===== src/rtl/fetch_controller.sv =====
// Fetch controller: owns the program counter, addresses a combinational
// instruction memory and buffers returned words in a small prefetch queue
// that feeds decode through a valid/ready handshake. Execute-stage redirects
// flush the queue and reload the PC; the HALT encoding stops fetching.
module fetch_controller #(
  parameter int                   ADDR_W    = 10,
  parameter int                   INSTR_W   = 16,
  parameter logic [ADDR_W-1:0]    RESET_PC  = {ADDR_W{1'b0}},
  parameter int                   QDEPTH    = 2,
  parameter logic [INSTR_W-1:0]   HALT_WORD = 16'hFFFF
) (
  input  logic               clk,
  input  logic               rst_n,
  input  logic               run_i,
  output logic [ADDR_W-1:0]  imem_addr_o,
  input  logic [INSTR_W-1:0] imem_instr_i,
  output logic               instr_valid_o,
  output logic [INSTR_W-1:0] instr_data_o,
  output logic [ADDR_W-1:0]  instr_pc_o,
  input  logic               instr_ready_i,
  input  logic               redirect_valid_i,
  input  logic [ADDR_W-1:0]  redirect_pc_i,
  output logic [ADDR_W-1:0]  pc_o,
  output logic               halted_o
);

  localparam int PTR_W = (QDEPTH > 1) ? $clog2(QDEPTH) : 1;
  localparam int CNT_W = PTR_W + 1;

  localparam logic [PTR_W-1:0]  PTR_ZERO = PTR_W'(0);
  localparam logic [PTR_W-1:0]  PTR_ONE  = PTR_W'(1);
  localparam logic [CNT_W-1:0]  CNT_ZERO = CNT_W'(0);
  localparam logic [CNT_W-1:0]  CNT_ONE  = CNT_W'(1);
  localparam logic [CNT_W-1:0]  CNT_FULL = CNT_W'(QDEPTH);
  localparam logic [ADDR_W-1:0] PC_ONE   = ADDR_W'(1);

  // FSM encoding
  localparam logic [1:0] ST_IDLE  = 2'd0;
  localparam logic [1:0] ST_FETCH = 2'd1;
  localparam logic [1:0] ST_HALT  = 2'd2;

  logic [1:0]         r_state;
  logic [1:0]         w_state_nxt;
  logic [ADDR_W-1:0]  r_pc;

  logic [INSTR_W-1:0] r_q_data [QDEPTH];
  logic [ADDR_W-1:0]  r_q_pc   [QDEPTH];
  logic [PTR_W-1:0]   r_rd_ptr;
  logic [PTR_W-1:0]   r_wr_ptr;
  logic [CNT_W-1:0]   r_count;

  logic               w_full;
  logic               w_pop;
  logic               w_push;
  logic               w_halt_push;

  // Queue status and the push/pop qualifiers; a redirect cancels both.
  assign w_full        = (r_count == CNT_FULL);
  assign instr_valid_o = (r_count != CNT_ZERO);
  assign w_pop         = instr_valid_o & instr_ready_i & ~redirect_valid_i;
  assign w_push        = (r_state == ST_FETCH) & (~w_full | w_pop) & ~redirect_valid_i;
  assign w_halt_push   = w_push & (imem_instr_i == HALT_WORD);

  // Outputs come straight from state registers, never from the memory bus.
  assign imem_addr_o  = r_pc;
  assign pc_o         = r_pc;
  assign halted_o     = (r_state == ST_HALT);
  assign instr_data_o = r_q_data[r_rd_ptr];
  assign instr_pc_o   = r_q_pc[r_rd_ptr];

  // Next-state logic: redirect overrides everything, including HALT.
  always_comb begin
    w_state_nxt = r_state;
    if (redirect_valid_i) begin
      if (run_i) begin
        w_state_nxt = ST_FETCH;
      end else begin
        w_state_nxt = ST_IDLE;
      end
    end else begin
      case (r_state)
        ST_IDLE: begin
          if (run_i) begin
            w_state_nxt = ST_FETCH;
          end else begin
            w_state_nxt = ST_IDLE;
          end
        end
        ST_FETCH: begin
          if (w_halt_push) begin
            w_state_nxt = ST_HALT;
          end else if (!run_i) begin
            w_state_nxt = ST_IDLE;
          end else begin
            w_state_nxt = ST_FETCH;
          end
        end
        ST_HALT: begin
          w_state_nxt = ST_HALT;
        end
        default: begin
          w_state_nxt = ST_IDLE;
        end
      endcase
    end
  end

  // State and PC registers; the PC advances only when a word is captured,
  // so it wraps modulo the memory depth and rests just past a HALT word.
  always_ff @(posedge clk or negedge rst_n) begin
    if (!rst_n) begin
      r_state <= ST_IDLE;
      r_pc    <= RESET_PC;
    end else begin
      r_state <= w_state_nxt;
      if (redirect_valid_i) begin
        r_pc <= redirect_pc_i;
      end else if (w_push) begin
        r_pc <= r_pc + PC_ONE;
      end else begin
        r_pc <= r_pc;
      end
    end
  end

  // Prefetch queue: circular buffer of {pc, instr}; redirect flushes it.
  always_ff @(posedge clk or negedge rst_n) begin
    if (!rst_n) begin
      for (int i = 0; i < QDEPTH; i++) begin
        r_q_data[i] <= {INSTR_W{1'b0}};
        r_q_pc[i]   <= {ADDR_W{1'b0}};
      end
      r_rd_ptr <= PTR_ZERO;
      r_wr_ptr <= PTR_ZERO;
      r_count  <= CNT_ZERO;
    end else if (redirect_valid_i) begin
      r_rd_ptr <= PTR_ZERO;
      r_wr_ptr <= PTR_ZERO;
      r_count  <= CNT_ZERO;
    end else begin
      if (w_push) begin
        r_q_data[r_wr_ptr] <= imem_instr_i;
        r_q_pc[r_wr_ptr]   <= r_pc;
        r_wr_ptr           <= r_wr_ptr + PTR_ONE;
      end else begin
        r_wr_ptr <= r_wr_ptr;
      end
      if (w_pop) begin
        r_rd_ptr <= r_rd_ptr + PTR_ONE;
      end else begin
        r_rd_ptr <= r_rd_ptr;
      end
      case ({w_push, w_pop})
        2'b10:   r_count <= r_count + CNT_ONE;
        2'b01:   r_count <= r_count - CNT_ONE;
        default: r_count <= r_count;
      endcase
    end
  end

endmodule


===== config.mk =====
export PLATFORM = sky130hd
export DESIGN_NAME = fetch_controller
export DESIGN_NICKNAME = d
export VERILOG_FILES = /design/src/rtl/fetch_controller.sv
export SDC_FILE = /design/constraint.sdc
export NUM_CORES = 1
export LEC_CHECK = 0
export CAP_MARGIN = 25
export CORE_ASPECT_RATIO = 0.7
export CORE_MARGIN = 2
export CORE_UTILIZATION = 52
export CTS_BUF_LIST = sky130_fd_sc_hd__clkbuf_4
export DETAILED_ROUTE_END_ITERATION = 8
export GPL_TIMING_DRIVEN = 0
export PLACE_DENSITY_LB_ADDON = 0.1
export SKIP_CTS_REPAIR_TIMING = 1
export SYNTH_ARGS = -nofsm -noshare
export SYNTH_HDL_FRONTEND = slang
export SYNTH_SLANG_ARGS = --single-unit

===== constraint.sdc =====
create_clock -name clk -period 2.2 [get_ports clk]
set_input_delay 0.44 -clock clk [delete_from_list [all_inputs] [get_ports clk]]
set_output_delay 0.44 -clock clk [all_outputs]
set_load 0.02 [all_outputs]

After elaboration in Yosys (flattened, before gate mapping)

Cells that the tools add are included.
Widths: inputs -> output; s select.

Memories: 0
Memory bits (writable): 0
Word-level logic and storage cells: 64
Bits in read-only memories: 0
Output and inout bits: 48
Bits in registers: 68
Input port bits: 31
Bits in latches: 0

$add $sub $neg: 5
Shifts and indexed selects: 0
Reduce and logical (&&, ||, !) cells: 7
Order comparisons: 3
$mul: 0
Equal/unequal tests: 6
Divide/modulo/power cells: 0
Mux-type cells: 24
Bitwise gates (word level): 10

Operator list:

| kind                  | count |
|---|---|
| $mux 16               | 4 |
| $mux 10               | 6 |
| $bwmux 32             | 1 |
| $bwmux 20             | 1 |
| $demux 16 s1          | 1 |
| $eq 16x16->1 const B  | 1 |
| $add 10x1->10 const B | 1 |
| $demux 10 s1          | 1 |
| $eq 2x2->1 const B    | 3 |
| $mux 2                | 3 |
| $pmux 2 s3            | 1 |
| $reduce_bool 2->1     | 3 |
| $and 1x1->1           | 5 |
| $mux 1                | 5 |
| $eq 2x1->1 const B    | 2 |
| $ge 2x2->1 const B    | 2 |
| $not 1->2             | 2 |
| $pmux 2 s2            | 1 |
| $reduce_bool 3->1     | 1 |
| $add 1x1->1 const B   | 2 |
| $add 2x1->2 const B   | 1 |
| $logic_not 2->1       | 1 |
| $lt 2x1->1 const B    | 1 |
| $not 1->1             | 2 |
| other kinds (4)       | 4 |

Logic depth before layout (Yosys ltp)

Depth in word-level cells: 10
Mapped depth: 6
Mapped depth without buffers: 5

Least setup slack after synthesis

Ideal clock, no wire load.

Path type: input port to flip-flop
Start: input redirect_valid_i
End: register r_q_data[16] (netlist bit)
Data arrival time: 1889 ps
Slack: 185 ps
Stages on the path: 6
Data required time: 2075 ps
Setup time: 125 ps
Buffers on the path: 2
Cell sequence: nand2b_1 buf_2 a21oi_4 nor3b_4 buf_8 mux2_4

Word-level cells in the longest chain between the ends: 6

Ends and longest elaborated chain:

| element                        | RTL line | text |
|---|---|---|
| start: declaration             | 21       | `input logic redirect_valid_i,` |
| $not 1->1 (no line) *          | -        |  |
| $and 1x1->1                    | 60       | `assign w_pop = instr_valid_o & instr_ready_i & ~redirect_valid_i;` |
| $or 1x1->1                     | 61       | `assign w_push = (r_state == ST_FETCH) & (~w_full \| w_pop) & ~redirect_valid_i;` |
| $and 1x1->1 (2 in a row)       | 61       |  |
| $reduce_and 2->1 (no line) *   | -        |  |
| end signal: indexed assignment | 130      | `r_q_data[i] <= {INSTR_W{1'b0}};` |
| end signal: indexed assignment | 142      | `r_q_data[r_wr_ptr] <= imem_instr_i;` |
| end: declaration               | 46       | `logic [INSTR_W-1:0] r_q_data [QDEPTH];` |

Every way passes the cells marked *; elsewhere a longest branch is shown, timed or not.
A chain may end at the register's enable or synchronous reset.

Final worst setup path

Start: input instr_ready_i
End: register r_q_data[29] (netlist bit)

Word-level cells in the longest chain between the ends: 6

Ends and longest elaborated chain:

| element                    | RTL line | text |
|---|---|---|
| start: declaration         | 20       | `input logic instr_ready_i,` |
| $and 1x1->1 (2 in a row)   | 60       |  |
| $or 1x1->1                 | 61       |  |
| $and 1x1->1 (2 in a row)   | 61       |  |
| $reduce_and 2->1 (no line) | -        |  |

No other way between the ends.

==> flow_summary.ini <==
[worst_setup_path]
timing.critical_path.buf_inv = 3
timing.critical_path.fanout_max = 10
setup.worst_path.class = in2reg
crit_path_end_kind = register
timing.critical_path.cells = clkdlybuf4s50_1 -> nand2b_1 -> buf_2 -> a21oi_4 -> nor3b_4 -> buf_8 -> mux2_4
crit_slowest_cell = clkdlybuf4s50_1
cell_family_contributing_the_most_delay_on_the_critical_path = buffers and inverters
timing.critical_path.slowest_cell_delay_ns = 0.58
critPathArrivalTime_ns = 2.42
required_ns = 2.51
start_kind = primary input

[clock_network]
clk_transition_reported_paths_ns = 0.12
clock_latency_of_the_later_clocked_register_in_the_worst_skew_pair_ns = 0.43
maximum_clock_insertion_buffer_count = 2
clockRootBuffer = clkbuf_4
numClockSinks = 68
h_tree_lvls = 3
cts_tree = built
numCtsBuffers = 9

[power_and_ir_drop]
p_comb_share_pct = 33.8
standby_leakage_power_uw = 0.00214
p_seq_share_pct = 44.3
power.internal_uw = 2720
switching_part_of_the_total_pct = 31.7
ir_drop_mv = 0.452
powerDensity_nw_per_um2 = 883
pwr-share-clk_pct = 21.9
net-switching-power_uw = 1260

[routing]
postRouteWirelength_mm = 7.30
drtPass1Iterations = 4
post-route-drc-count = 0
ant_nets = 0
route.detailed.wl_per_inst_um = 16.9
drtIter0Drc = 149
routed-via-count = 2334
viasPerCell = 5.40

[die]
floorplan.core_area_um2 = 6220
floorplan.io_pins = 79
die-height_um = 71.0
initial_utilization_pct = 53.6
num_rows = 24
fp.dieArea_um2 = 7070
die_width_um = 99.7

[global_route]
grt_first_pass_wirelength_mm = 11.9
grt-ovfl-total = 0
grt_antenna_before_repair = 0
grt_start_max_net_pins = 69
grt_pass1_vias = 2297
grt_use_total_pct = 22.0

[synth]
synthAdderAreaFrac_pct = 0.376
ys_top_cells_by_count = dfrtp_1, mux2_2, mux2_4, nand2_1
ys_warn_count = 0
synth_seq_cells = 68
post_synth.cell_area_avg_um2 = 13.2
postSynth.topFlopCell = dfrtp_1
post_synth_num_cell_types = 36
ys_seq_area_share_pct = 51.1
yosys.cell_count.top_type = dfrtp_1
synth_edf_count = 0
dominant_combinational_cell_family_by_area_after_synthesis = multiplexers
ys_top_cells_by_area = dfrtp_1, mux2_2, mux2_4, buf_4, xnor2_1
synth_compound_gate_area_share_pct = 4.96
syn_nets = 284
syn-cell-area_um2 = 3330
yosys.area_share.xor_xnor_pct = 2.10
post_synth_mux_area_share_pct = 29.3
synth_top_cell_by_area = dfrtp_1
synth-async-reset-ratio_pct = 100
synth.top_cell.area_share_pct = 51.1
gate_count_after_technology_mapping = 252
synth_simple_gate_area_share_pct = 7.44

[cells_and_area]
final-instance-count-excl-fill = 432
final_core_utilization_pct = 72.5
ff_latch_area_um2 = 1710
fillerInstances = 446
finalNetCount = 381
antenna_cells = 0
syn_to_final_growth_pct = 35.3
drive_above_1_share_pct = 38.4
multi_input_gate_area_um2 = 1470

[timing]
setup_repair_after_global_routing_missed_its_margin = no
post-route-period-util_pct = 95.7
timing_max_transition_violations_final = 0
worstMarginPinSlew_ns = 0.842
final_setup_margin_ns = 0.0956
slew_headroom_pct = 43.9
setup_violations = 0
max_freq_mhz = 475
final.min_clock_period_ns = 2.10
timing.final.hold_violations = 0
timing.clock.skew_ns = 0.0166

[placement]
post-dp-hpwl_mm = 5.07
place.detailed.instances = 408
buffer_ports.inserted = 78
dpl_worst_slack_ns = -0.576
gp_congestion = 0.829

[outcome]
outcome = completed

[hold_path]
hold_class = in2async

[run]
max_cap_viol_count = 0
[registers in the layout, indices dropped and copies added (netlist names)]
signal	count
r_count	2
r_wr_ptr	1
r_state	2
r_rd_ptr	1
r_q_data	32
imem_addr_o	10
r_q_pc	20
[layer usage]
metal,up-vias,wire (um),GRT usage (%)
li1,1086,-,-
met1,1171,3630,32.9
met2,67,3240,31.6
met3,10,341,5.93
met4,0,87,6.39
met5,-,0,0
[final timing paths]
kind	from	endpoint	slack (ns)	cells after the start
max reg2reg	r_count[1]$_DFFE_PN0P_	r_q_data[29]$_DFFE_PN0P_	0.15	6
max in group asynchronous	rst_n	imem_addr_o[5]$_DFFE_PN0P_	1.49	1
max	instr_ready_i	r_q_data[29]$_DFFE_PN0P_	0.1	7
min reg2reg	r_q_data[1]$_DFFE_PN0P_	r_q_data[1]$_DFFE_PN0P_	0.52	1
min in group clk	r_q_data[1]$_DFFE_PN0P_	r_q_data[1]$_DFFE_PN0P_	0.52	1
min	rst_n	r_count[0]$_DFFE_PN0P_	0.09	1
[power by group through the flow]
stage               clock (uW)  combinational [uW]  sequential [uW]
floorplan                    0                 838             1740
global placement             0                1340             1760
detailed placement           0                1370             1770
CTS                        893                1380             1750
global route               949                1430             1810
finish                     871                1340             1760
[kinds of logic (layout without fill, tap and decap cells)]
kind of cell,Yosys count,in the layout
AOI/OAI and AO/OA,25,25
adders and majority gates,1,1
xor gates and xnor gates,8,8
DFF,68,68
muxes,80,80
buffers and inverters,25,127
and+or+nand+nor,45,45
[metrics by stage]
step / power, uW / TNS (ns) / hold slack [ns] / area, um2
floorplan: 2570 / 0 / 0.144 / 3330
global placement: 3100 / -140.02 / 0.481 / 4210
detailed placement: 3140 / -30.76 / 0.492 / 4210
CTS: 4020 / -22.43 / 0.122 / 4360
global route: 4190 / 0 / 0.165 / 4510
finish: 3980 / 0 / 0.0915 / 4510
[placed cells by master, fill, tap and decap left out, types with 4 or more instances in the layout]
cell	count
a211oi_1	4
a31oi_1	4
buf_2	4
buf_4	22
clkbuf_4	9
clkdlybuf4s50_1	50
dfrtp_1	62
dfrtp_2	6
dlymetal6s2s_1	27
mux2_2	59
mux2_4	20
nand2_1	11
nand2b_1	4
nand3_1	5
nand4_1	5
nor2_1	6
o21ai_0	10
xnor2_1	6
[layout make-up]
class / count / area share, %
clock inverter: 7 / 1.86
clock buffer: 9 / 1.50
sequential: 68 / 37.9
timing repair buffer: 87 / 20.3
inverter: 4 / 0.333
tap: 78 / 2.17
multi-input combinational: 159 / 32.6
buffer: 20 / 3.30
(Power assumes the default switching activity.)
